<file path="src/rtl/pc_redirect_if.sv">
// Redirect-controller bus: exec/trap PC-write requests in, fetch handshake and
// PC register write port out.
interface pc_redirect_if #(
   parameter int unsigned CNT_W = 32
);
   logic             ex_valid;
   logic             br_w_op;
   logic [31:0]      br_w_val;
   logic             jmp_w_op;
   logic [31:0]      jmp_w_val;
   logic             trap_w_op;
   logic [31:0]      trap_w_val;
   logic             redir_ready;
   logic             redir_valid;
   logic [31:0]      redir_pc;
   logic             flush;
   logic             stall;
   logic             reg_pc_w_op;
   logic [31:0]      reg_pc_w_val;
   logic             misalign_exc;
   logic [31:0]      misalign_addr;
   logic [CNT_W-1:0] redir_cnt;

   modport master (
      output ex_valid, br_w_op, br_w_val, jmp_w_op, jmp_w_val,
             trap_w_op, trap_w_val, redir_ready,
      input  redir_valid, redir_pc, flush, stall, reg_pc_w_op, reg_pc_w_val,
             misalign_exc, misalign_addr, redir_cnt
   );

   modport slave (
      input  ex_valid, br_w_op, br_w_val, jmp_w_op, jmp_w_val,
             trap_w_op, trap_w_val, redir_ready,
      output redir_valid, redir_pc, flush, stall, reg_pc_w_op, reg_pc_w_val,
             misalign_exc, misalign_addr, redir_cnt
   );
endinterface

</file>
<file path="src/rtl/pc_redirect_ctrl.sv">
// Arbitrates trap/jump/branch PC writes, flushes IF/ID for FLUSH_CYCLES cycles,
// then offers the target to fetch and writes the PC register on acceptance.
module pc_redirect_ctrl #(
   parameter int unsigned FLUSH_CYCLES = 2,
   parameter int unsigned CNT_W        = 32
) (
   input logic          clk,
   input logic          rst,
   pc_redirect_if.slave bus
);

   typedef enum logic [1:0] {IDLE, FLUSH, REDIRECT} state_t;

   localparam logic [3:0] FLUSH_LOAD = 4'(FLUSH_CYCLES - 1);

   state_t           state, state_nxt;
   logic [3:0]       flush_cnt, flush_cnt_nxt;
   logic [31:0]      target, target_nxt;
   logic [CNT_W-1:0] redir_cnt;
   logic             mis_exc, mis_exc_nxt;
   logic [31:0]      mis_addr, mis_addr_nxt;
   logic             accept;
   logic [31:0]      trap_tgt;

   assign trap_tgt = bus.trap_w_val & ~32'h3;

   // NOTE: every variable gets a default before the case so no latch is inferred.
   always_comb begin
      state_nxt     = state;
      flush_cnt_nxt = flush_cnt;
      target_nxt    = target;
      mis_exc_nxt   = 1'b0;
      mis_addr_nxt  = 32'h0;
      accept        = 1'b0;
      case (state)
         IDLE: begin
            if (bus.trap_w_op) begin
               target_nxt    = trap_tgt;
               flush_cnt_nxt = FLUSH_LOAD;
               state_nxt     = FLUSH;
            end else if (bus.ex_valid && bus.jmp_w_op) begin
               if (bus.jmp_w_val[1:0] != 2'b00) begin
                  mis_exc_nxt  = 1'b1;
                  mis_addr_nxt = bus.jmp_w_val;
               end else begin
                  target_nxt    = bus.jmp_w_val;
                  flush_cnt_nxt = FLUSH_LOAD;
                  state_nxt     = FLUSH;
               end
            end else if (bus.ex_valid && bus.br_w_op) begin
               if (bus.br_w_val[1:0] != 2'b00) begin
                  mis_exc_nxt  = 1'b1;
                  mis_addr_nxt = bus.br_w_val;
               end else begin
                  target_nxt    = bus.br_w_val;
                  flush_cnt_nxt = FLUSH_LOAD;
                  state_nxt     = FLUSH;
               end
            end
         end
         FLUSH: begin
            if (bus.trap_w_op) begin
               target_nxt    = trap_tgt;
               flush_cnt_nxt = FLUSH_LOAD;
            end else if (flush_cnt == 4'd0) begin
               state_nxt = REDIRECT;
            end else begin
               flush_cnt_nxt = flush_cnt - 4'd1;
            end
         end
         REDIRECT: begin
            // An accepted redirect always completes; a trap must persist to be seen from IDLE.
            if (bus.redir_ready) begin
               accept    = 1'b1;
               state_nxt = IDLE;
            end else if (bus.trap_w_op) begin
               target_nxt    = trap_tgt;
               flush_cnt_nxt = FLUSH_LOAD;
               state_nxt     = FLUSH;
            end
         end
         default: state_nxt = IDLE;
      endcase
   end

   // NOTE: sequential state uses non-blocking assignments only; reset discards any pending target.
   always_ff @(posedge clk) begin
      if (rst) begin
         state     <= IDLE;
         flush_cnt <= 4'd0;
         target    <= 32'h0;
         redir_cnt <= '0;
         mis_exc   <= 1'b0;
         mis_addr  <= 32'h0;
      end else begin
         state     <= state_nxt;
         flush_cnt <= flush_cnt_nxt;
         target    <= target_nxt;
         mis_exc   <= mis_exc_nxt;
         mis_addr  <= mis_addr_nxt;
         if (accept) redir_cnt <= redir_cnt + CNT_W'(1);
      end
   end

   assign bus.flush         = (state == FLUSH);
   assign bus.stall         = (state != IDLE);
   assign bus.redir_valid   = (state == REDIRECT);
   assign bus.redir_pc      = (state == REDIRECT) ? target : 32'h0;
   assign bus.reg_pc_w_op   = accept;
   assign bus.reg_pc_w_val  = accept ? target : 32'h0;
   assign bus.misalign_exc  = mis_exc;
   assign bus.misalign_addr = mis_addr;
   assign bus.redir_cnt     = redir_cnt;

endmodule

</file>
<file path="src/flat_wrapper.sv">
// flat-port wrapper written by rule: the top's interface ports become plain ports
module pc_redirect_ctrl_flat 
#(
   parameter int unsigned FLUSH_CYCLES = 2,
   parameter int unsigned CNT_W        = 32
)
  (clk, rst, bus_ex_valid, bus_br_w_op, bus_br_w_val, bus_jmp_w_op, bus_jmp_w_val, bus_trap_w_op, bus_trap_w_val, bus_redir_ready, bus_redir_valid, bus_redir_pc, bus_flush, bus_stall, bus_reg_pc_w_op, bus_reg_pc_w_val, bus_misalign_exc, bus_misalign_addr, bus_redir_cnt);
  pc_redirect_if #(.CNT_W(CNT_W)) bus_i ();
  input logic clk;
  input logic rst;
  input wire logic [$bits(bus_i.ex_valid)-1:0] bus_ex_valid;
  input wire logic [$bits(bus_i.br_w_op)-1:0] bus_br_w_op;
  input wire logic [$bits(bus_i.br_w_val)-1:0] bus_br_w_val;
  input wire logic [$bits(bus_i.jmp_w_op)-1:0] bus_jmp_w_op;
  input wire logic [$bits(bus_i.jmp_w_val)-1:0] bus_jmp_w_val;
  input wire logic [$bits(bus_i.trap_w_op)-1:0] bus_trap_w_op;
  input wire logic [$bits(bus_i.trap_w_val)-1:0] bus_trap_w_val;
  input wire logic [$bits(bus_i.redir_ready)-1:0] bus_redir_ready;
  output wire logic [$bits(bus_i.redir_valid)-1:0] bus_redir_valid;
  output wire logic [$bits(bus_i.redir_pc)-1:0] bus_redir_pc;
  output wire logic [$bits(bus_i.flush)-1:0] bus_flush;
  output wire logic [$bits(bus_i.stall)-1:0] bus_stall;
  output wire logic [$bits(bus_i.reg_pc_w_op)-1:0] bus_reg_pc_w_op;
  output wire logic [$bits(bus_i.reg_pc_w_val)-1:0] bus_reg_pc_w_val;
  output wire logic [$bits(bus_i.misalign_exc)-1:0] bus_misalign_exc;
  output wire logic [$bits(bus_i.misalign_addr)-1:0] bus_misalign_addr;
  output wire logic [$bits(bus_i.redir_cnt)-1:0] bus_redir_cnt;
  assign bus_i.ex_valid = bus_ex_valid;
  assign bus_i.br_w_op = bus_br_w_op;
  assign bus_i.br_w_val = bus_br_w_val;
  assign bus_i.jmp_w_op = bus_jmp_w_op;
  assign bus_i.jmp_w_val = bus_jmp_w_val;
  assign bus_i.trap_w_op = bus_trap_w_op;
  assign bus_i.trap_w_val = bus_trap_w_val;
  assign bus_i.redir_ready = bus_redir_ready;
  assign bus_redir_valid = bus_i.redir_valid;
  assign bus_redir_pc = bus_i.redir_pc;
  assign bus_flush = bus_i.flush;
  assign bus_stall = bus_i.stall;
  assign bus_reg_pc_w_op = bus_i.reg_pc_w_op;
  assign bus_reg_pc_w_val = bus_i.reg_pc_w_val;
  assign bus_misalign_exc = bus_i.misalign_exc;
  assign bus_misalign_addr = bus_i.misalign_addr;
  assign bus_redir_cnt = bus_i.redir_cnt;
  pc_redirect_ctrl #(.FLUSH_CYCLES(FLUSH_CYCLES), .CNT_W(CNT_W)) u_core (.clk(clk), .rst(rst), .bus(bus_i));
endmodule
</file>
<file path="config.mk">
export PLATFORM = sky130hd
export DESIGN_NAME = pc_redirect_ctrl_flat
export DESIGN_NICKNAME = d
export VERILOG_FILES = /design/src/rtl/pc_redirect_if.sv /design/src/rtl/pc_redirect_ctrl.sv /design/src/flat_wrapper.sv
export SDC_FILE = /design/constraint.sdc
export NUM_CORES = 1
export LEC_CHECK = 0
export BUFFER_PORTS_ARGS = -buffer_cell sky130_fd_sc_hd__buf_4
export CAP_MARGIN = 25
export CORE_ASPECT_RATIO = 2
export CORE_MARGIN = 2
export CORE_UTILIZATION = 44
export DETAILED_ROUTE_END_ITERATION = 8
export HOLD_SLACK_MARGIN = 0.02
export PLACE_DENSITY_LB_ADDON = 0.2
export SETUP_SLACK_MARGIN = 0.02
export SLEW_MARGIN = 20
export SYNTH_ARGS = -nofsm -noshare
export SYNTH_HDL_FRONTEND = slang
export SYNTH_SLANG_ARGS = --single-unit
</file>
<file path="constraint.sdc">
create_clock -name clk -period 2.11 [get_ports clk]
set_input_delay 0.211 -clock clk [delete_from_list [all_inputs] [get_ports clk]]
set_output_delay 0.211 -clock clk [all_outputs]
set_load 0.02 [all_outputs]
</file>
==> results_dict.tcl, run 1 <==
set metrics [dict create \
    yosys_most_used_dff "dfxtp_1" \
    critPathKind "flip-flop to flip-flop" \
    whs_ns 0.103 \
    gp_congestion 0.797 \
    avgSynthCellArea_um2 8.90 \
    seq_power_share_pct 40.5 \
    hpwl_mm 12.9 \
    core_area_um2 12400 \
    antenna_found_initial 0 \
    cp_cell_sequence "inv_2 > ha_4 > nand4_1 > buf_4 > or4_4 > o21ai_0 > a21oi_1" \
    dp_slack_ns -0.0335 \
    ys_warn_count 0 \
    yosysTopAreaCellShare_pct 37.2 \
    hold_viol 0 \
    crit_path_max_incr_delay_ns 0.64 \
    cp_data_required_time_ns 2.30 \
    yosysTopAreaCell "dfxtp_1" \
    yosys_register_bits 103 \
    overflow 0 \
    yosysUniqueCellTypes 45 \
    cp_max_fo 10 \
    ff_latch_area_um2 2060 \
    fin_worst_skew_ns 0.00759 \
    fin_setup_tns_ns 0 \
    setup_ws_ns 0.0254 \
    cpMaxStageDelayCell "or4_4" \
    path_clk_slew_ns 0.07 \
    synthTopCellsByCount "dfxtp_1, clkbuf_1, nor2_1" \
    cts_buffers 9 \
    synth_edf_count 0 \
    fin_nets 958 \
    netlist_area_um2 5540 \
    hold_buffers 0 \
    final.period_utilization_pct 98.8 \
    max_clock_freq_ghz 0.480 \
    power_density_nw_per_um2 739 \
    maxSlewHeadroom_pct 47.5 \
    dr_total_vias 5933 \
    cap_viol_max_count 0 \
    synth_area_leaders "dfxtp_1, mux2_2, o31ai_1" \
    die_area_um2 13600 \
    synth_most_common_cell "dfxtp_1" \
    drive_above_1_share_pct 41.5 \
    cp-start-kind "flip-flop" \
    async_reset_ff_share_pct 0 \
    finalMaxSlewViolations 0 \
    multi_input_area_um2 3330 \
    power.share.clock_pct 28.7 \
    p_switching_mw 1.99 \
    pin_count 236 \
    swShare_pct 33.5 \
    path_buf_inv 2 \
    portBuffers 233 \
    postLayoutCellArea_um2 8050 \
    cts_tree "done" \
    rsz0062_at_grt "yes" \
    layout_min_cycle_time_ns 2.08 \
    num_antenna_cells 0 \
    grt_start_max_net_pins 76 \
    grt_usage_pct 26.0 \
    first_pass_iters 4 \
    root_buffer "clkbuf_16" \
    setup_viol 0 \
    p_leak_nw 3.51 \
    start_util_pct 44.7 \
    yosysSeqAreaShare_pct 37.2 \
    area_delta_synth_final_pct 45.2 \
    syn-num-nets 733 \
    end_kind "flip-flop" \
    status "completed" \
    clock-sinks 103 \
    die_x_um 83.4 \
    hold_class "input pin to flip-flop" \
    max-vdd-ir-drop_mv 0.564 \
    drc 0 \
    num_rows 58 \
    h-tree-depth 3 \
    syn_inst 623 \
    ctsLongestPathBuffers 2 \
    ant_nets 0 \
    post-route-util_pct 64.9 \
    tightest_slew_ns 0.787 \
    cell_internal_pwr_mw 3.96 \
    routed_wl_mm 18.6 \
    placed_area_um2 7540 \
    p_comb_share_pct 30.8 \
    worst_ep_arrival_time_ns 2.28 \
    routedWlPerCell_um 18.6 \
    drt_iter0_markers 340 \
    cpLargestDelayFamily "simple AND/OR/NAND/NOR gates" \
    grt_pass1_vias 5646 \
    grt_pass1_wl_mm 28.9 \
    n_fill_cell 1089 \
    clock_latency_ns 0.34 \
    die_h_um 163 \
    viasPerCell 5.92 \
]
## sequential cells by signal, summed over array words and instances, names as in the netlist
| name | flops |
|---|---|
| u_core.bus.redir_cnt | 32 |
| u_core.target | 32 |
| u_core.state | 2 |
| u_core.bus.misalign_exc | 1 |
| u_core.flush_cnt | 4 |
| u_core.bus.misalign_addr | 32 |
## kinds of logic after synthesis
family,synth area share (%)
simple gates,20.7
compound gates,20.8
xor+xnor,1.26
buf+inv,5.96
flops,37.2
mux,12.5
fa+ha+maj,1.58
## worst paths after layout
check | cells after the start | slack, ns | end | start
worst max register to register | 7 | 0.03 | u_core.bus.redir_cnt[13] | u_core.state[0]
worst max-delay path | 7 | 0.03 | u_core.bus.redir_cnt[13] | u_core.state[0]
worst min-delay path | 3 | 0.10 | u_core.bus.misalign_addr[23] | bus_jmp_w_val[23]
worst min register to register | 2 | 0.49 | u_core.flush_cnt[1] | u_core.flush_cnt[1]
## stage by stage
stage               power, mW  instances
floorplan                3.46        623
global placement         4.18        977
detailed placement       4.22        977
CTS                      5.94        998
global route             6.21       1003
finish                   5.95       1003
## timing repair
action                                  4_1_cts  5_1_grt
buffers inserted                              3        4
gates cloned                                  2        1
gates resized for setup                       7       21
pin swaps                                     9        9
endpoints found under the hold margin         0        0
endpoints found under the setup margin       14       92
## final cells by class
| class | count | area share, % |
|---|---|---|
| multi-input combinational | 441 | 41.4 |
| clock buffer | 11 | 3.02 |
| inverter | 19 | 0.886 |
| clock inverter | 5 | 0.700 |
| timing repair buffer | 274 | 26.0 |
| tap | 150 | 2.33 |
| sequential | 103 | 25.6 |
## layer usage
metal / up-vias / track usage, % / routed length, um
li1: 2815 / - / -
met5: - / 0 / 0
met2: 254 / 45.4 / 9370
met1: 2826 / 31.2 / 7480
met3: 38 / 5.52 / 1290
met4: 0 / 9.69 / 492
## power by group through the flow
stage	sequential, mW	combinational, mW	clock (mW)
after detailed placement	2.45	1.77	0
final	2.41	1.83	1.71
after global placement	2.44	1.74	0
after floorplan	2.38	1.08	0
after CTS	2.41	1.80	1.74
after global routing	2.43	1.98	1.80
## tightest hold or removal path, cell delays in order
cell and delay, ns:
buf_4 0.08, a32oi_1 0.05, nor2_1 0.07
## layout by cell type, fill, tap and decap left out, types with 7 or more instances in the layout
cell type,Yosys,layout
buf_4,0,270
dfxtp_1,103,101
nor2_1,51,49
o31ai_1,45,38
and2_1,33,32
and3_1,32,32
mux2i_1,32,32
mux2_2,31,31
o311ai_0,30,30
a32oi_1,30,30
a21oi_1,26,26
nand2_1,18,18
inv_1,19,18
nand3_1,11,11
or4_4,2,10
or4_1,15,10
clkbuf_16,0,9
nand4_1,8,8
or3_1,8,8
o31ai_2,0,7
o21ai_0,7,7
(Power assumes the default switching activity.)
==> inputs of run 2 (changes only) <==
CORE_UTILIZATION = 52   (was 44)
clock period = 2.62 ns   (was 2.11 ns; I/O delays follow)
==> run 2 against run 1 <==
Compared with the run above:
- flip-flop and latch count unchanged
- non-clock buffer count down 22
- clock-buffer cell count down 2
- final area down 4.3%
- cell count down 3.8%
- combinational power down 22%
- global-route usage up 4.9 points
- core utilization up 8.6 points
- die area down 15%
- sequential share of layout area up 1.1 points
- highest routed layer unchanged
==> results_dict.tcl, run 2 (synthesized netlist as in run 1, its figures left out) <==
set metrics [dict create \
    hold_viol 0 \
    status "completed" \
    hold_buffers 0 \
    hpwl_mm 13.7 \
    area_delta_synth_final_pct 38.9 \
    cts_buffers 9 \
    grt_usage_pct 30.9 \
    cp-start-kind "flip-flop" \
    final_cell_mix "buf_4, dfxtp_1, nor2_1" \
    maxSlewHeadroom_pct 55.9 \
    drt_iter0_markers 307 \
    clock-sinks 103 \
    tightest_slew_ns 0.661 \
    start_util_pct 52.9 \
    core_area_um2 10500 \
    postLayoutCellArea_um2 7700 \
    dp_slack_ns 0.264 \
    hold_start "bus_jmp_w_val[4]" \
    drive_above_1_share_pct 37.4 \
    rsz0062_at_grt "no" \
    finalMaxSlewViolations 0 \
    cts_tree "done" \
    antenna_found_initial 0 \
    layout_min_cycle_time_ns 2.41 \
    grt_pass1_vias 5918 \
    ctsLongestPathBuffers 2 \
    max-vdd-ir-drop_mv 0.446 \
    clock_latency_ns 0.35 \
    num_rows 53 \
    power_density_nw_per_um2 605 \
    first_pass_iters 5 \
    postCtsSetupRepairBufs 0 \
    p_leak_nw 3.33 \
    path_clk_slew_ns 0.08 \
    n_fill_cell 844 \
    root_buffer "clkbuf_16" \
    routed_wl_mm 18.6 \
    viasPerCell 6.12 \
    ant_nets 0 \
    final.period_utilization_pct 92.0 \
    placed_area_um2 7380 \
    cts_resized 0 \
    dr_total_vias 5902 \
    portBuffers 233 \
    cpMaxStageDelayCell "or4_4" \
    die_x_um 77.0 \
    fin_worst_skew_ns 0.00835 \
    pin_count 236 \
    fin_setup_tns_ns 0 \
    grt_start_max_net_pins 58 \
    cp_cell_sequence "inv_1 > ha_2 > nand4_1 > or4_4 > nor4_1 > mux2_1" \
    gp_congestion 0.852 \
    num_antenna_cells 0 \
    ff_latch_area_um2 2060 \
    die_h_um 150 \
    routedWlPerCell_um 19.2 \
    drc 0 \
    fin_nets 933 \
    crit_path_max_incr_delay_ns 0.65 \
    grt_pass1_wl_mm 28.6 \
    setup_ws_ns 0.210 \
    setup_viol 0 \
    path_buf_inv 1 \
    critPathKind "flip-flop to flip-flop" \
    cp_data_required_time_ns 2.86 \
    end_kind "flip-flop" \
    final_common_cell "buf_4" \
    h-tree-depth 3 \
    cp-startpoint "u_core.state[0]" \
    cp_max_fo 21 \
    die_area_um2 11600 \
    max_clock_freq_ghz 0.415 \
    hold_class "input pin to flip-flop" \
    cpLargestDelayFamily "simple AND/OR/NAND/NOR gates" \
    worst_ep_arrival_time_ns 2.65 \
    cap_viol_max_count 0 \
    overflow 0 \
    multi_input_area_um2 3180 \
    r2r-start "u_core.state[0]" \
]
-- run 2: through the flow --
step / hold WS, ns / cells / utilization [%] / power [mW]
finish: 0.148 / 965 / 73.5 / 4.66
global placement: 0.468 / 947 / 70.4 / 3.30
detailed placement: 0.488 / 947 / 70.4 / 3.36
CTS: 0.146 / 963 / 73.1 / 4.63
floorplan: 0.395 / 623 / - / 2.78
global route: 0.138 / 965 / 73.5 / 4.86
-- run 2: per-layer routing --
layer  GRT usage [%]  up-vias  wire length, um
li1                -     2760                -
met1            32.6     2833             6690
met2            59.0      266            10200
met3            6.21       43             1090
met4            12.7        0              561
met5               0        -                0
-- run 2: layout make-up --
cell class                      instances  share of cell area [%]
Multi-Input combinational cell        438                    41.4
Sequential cell                       103                    26.8
Timing Repair Buffer                  252                    25.0
Clock buffer                            9                    2.92
Tap cell                              137                    2.23
Inverter                               19                   0.926
Clock inverter                          7                   0.747
-- run 2: final timing paths --
check                           slack [ns]  cells after the start                          end
worst max-delay path                  0.21                      6     u_core.bus.redir_cnt[31]
worst min-delay path                  0.15                      3  u_core.bus.misalign_addr[4]
worst max register to register        0.21                      6     u_core.bus.redir_cnt[31]
worst min register to register        0.50                      2          u_core.flush_cnt[1]
-- run 2: tightest hold or removal path, stage by stage --
cell and delay [ns]:
buf_4 0.08, a32oi_1 0.05, nor2_1 0.07
-- run 2: power by group --
group          internal, mW  total, mW  switching (mW)
Combinational         0.604       1.43           0.829
Clock                 0.656       1.29           0.630
Sequential             1.77       1.94           0.163
Total                  3.03       4.66            1.62
==> inputs of run 3 (changes only) <==
CORE_UTILIZATION = 44   (was 52)
clock period = 2.08 ns   (was 2.62 ns; I/O delays follow)
==> run 3 against run 2 <==
Compared with the run above:
- hold slack worse by 0.060 ns
- final area is 3.7% higher
- first-iteration DRC count is 24% higher
- worst setup slack worse by 0.14 ns
- clock power is 30% higher
- core utilization is 9.1 points lower
- via count is 1.3% lower
- flip-flop and latch count stayed put
- critical path depth stayed put
- non-clock buffer count is 21 higher
- fmax is 20% higher
- clock-buffer cell count is 1 higher
==> results_dict.tcl, run 3 (synthesized netlist as in run 1, its figures left out) <==
set metrics [dict create \
    dp_slack_ns -0.0826 \
    swShare_pct 33.4 \
    p_switching_mw 2.02 \
    h-tree-depth 3 \
    max-vdd-ir-drop_mv 0.492 \
    cp-start-kind "flip-flop" \
    max_clock_freq_ghz 0.498 \
    p_leak_nw 3.46 \
    die_x_um 83.4 \
    finalMaxSlewViolations 0 \
    cts_tree "done" \
    core_area_um2 12400 \
    cp_cell_sequence "inv_2 > ha_4 > nand4_1 > or4_4 > nor4_2 > mux2_1" \
    antenna_found_initial 0 \
    drt_iter0_markers 382 \
    p_comb_share_pct 31.9 \
    dr_total_vias 5826 \
    num_rows 58 \
    crit_path_max_incr_delay_ns 0.58 \
    routedWlPerCell_um 18.3 \
    clock_latency_ns 0.35 \
    final_common_cell "buf_4" \
    grt_usage_pct 25.6 \
    fin_setup_tns_ns 0 \
    cpLargestDelayFamily "simple AND/OR/NAND/NOR gates" \
    setup_ws_ns 0.0710 \
    fin_nets 955 \
    rrSetupSlack_ns 0.07 \
    cap_viol_max_count 0 \
    path_clk_slew_ns 0.08 \
    hold_buffers 0 \
    viasPerCell 5.83 \
    cell_internal_pwr_mw 4.02 \
    power.share.clock_pct 27.9 \
    path_buf_inv 1 \
    start_util_pct 44.7 \
    cp_data_required_time_ns 2.31 \
    hold_viol 0 \
    hold_start "bus_jmp_w_val[16]" \
    area_delta_synth_final_pct 44.1 \
    cp_max_fo 8 \
    r2r-start "u_core.state[0]" \
    num_antenna_cells 0 \
    drc 0 \
    status "completed" \
    rsz0062_at_grt "yes" \
    seq_power_share_pct 40.2 \
    gp_congestion 0.823 \
    end_kind "flip-flop" \
    grt_start_max_net_pins 76 \
    grt_pass1_vias 5698 \
    critPathKind "flip-flop to flip-flop" \
    layout_min_cycle_time_ns 2.01 \
    ant_nets 0 \
    maxSlewHeadroom_pct 45.5 \
    hpwl_mm 12.8 \
    power_density_nw_per_um2 757 \
    die_h_um 163 \
    overflow 0 \
    reg2reg_to "u_core.bus.redir_cnt[19]" \
    drive_above_1_share_pct 41.2 \
    root_buffer "clkbuf_16" \
    final_cell_mix "buf_4, dfxtp_1, nor2_1" \
    worst_ep_arrival_time_ns 2.24 \
    hold_depth 3 \
    cpMaxStageDelayCell "or4_4" \
    fin_worst_skew_ns 0.0142 \
    pin_count 236 \
    first_pass_iters 5 \
    hold_class "input pin to flip-flop" \
    routed_wl_mm 18.3 \
    tightest_slew_ns 0.817 \
    reg2regPathDepth 6 \
    whs_endpoint "u_core.bus.misalign_addr[16]" \
    final.period_utilization_pct 96.6 \
    portBuffers 233 \
    ctsLongestPathBuffers 2 \
    grt_pass1_wl_mm 28.5 \
    die_area_um2 13600 \
    setup_viol 0 \
    clock-sinks 103 \
    cts_buffers 9 \
]
## run 3: cell types whose count changed in the layout (fill, tap and decap cells not counted), sizes merged
cell    previous run  this run
buf              252       273
clkinv             3         1
bufinv             0         1
clkbuf             9        10
inv               21        20
or4               17        18
## run 3: layout make-up
cell class                      instances  area (um^2)
Clock inverter                          5         58.8
Inverter                               19         71.3
Fill cell                            1082         4420
Sequential cell                       103         2070
Tap cell                              150          188
Timing Repair Buffer                  273         2100
Clock buffer                           10          229
Multi-Input combinational cell        439         3260
## run 3: worst max path at each step
stage | end | slack (ns) | cells past startpoint | startpoint
3_5_place_dp | u_core.target[19] | -0.08 | 8 | u_core.state[0]
6_report | u_core.bus.redir_cnt[19] | 0.07 | 6 | u_core.state[0]
4_1_cts | u_core.bus.redir_cnt[19] | 0.02 | 6 | u_core.state[0]
5_1_grt | u_core.bus.redir_cnt[19] | -0.006 | 6 | u_core.state[0]
3_3_place_gp | u_core.flush_cnt[2] | 0.02 | 7 | u_core.state[0]
2_1_floorplan | u_core.bus.redir_cnt[19] | 0.02 | 7 | u_core.state[0]
## run 3: repair_timing
item,CTS,global route
resized for setup,8,14
setup endpoints to repair,85,48
cloned,1,0
pin swaps,8,7
setup buffers,5,3
## run 3: worst min-delay path: stages
cell	delay, ns
buf_4	0.08
a32oi_1	0.05
nor2_1	0.07
## run 3: layer usage
layer | part of all wire (%) | GRT usage, % | vias up
met3 | 7.4 | 5.47 | 29
li1 | - | - | 2804
met2 | 51 | 45.1 | 238
met1 | 40 | 30.8 | 2755
met4 | 2.2 | 8.57 | 0
met5 | 0 | 0 | -
## run 3: power groups by stage
stage               Combinational, mW  Clock [mW]  Sequential, mW
CTS                              1.88        1.71            2.42
detailed placement               1.82           0            2.46
global placement                 1.77           0            2.45
global route                     2.08        1.78            2.46
floorplan                        1.09           0            2.42
finish                           1.93        1.68            2.43
## run 3: stage by stage
step	utilization, %	hold slack (ns)	std cells	cell area [um^2]	total power, mW
after floorplan	-	0.341	623	5570	3.51
final	64.3	0.0879	999	7990	6.04
after global routing	64.3	0.0965	999	7990	6.32
after global placement	60.8	0.443	974	7550	4.23
after detailed placement	60.8	0.447	974	7550	4.28
after CTS	63.7	0.0882	995	7910	6.01
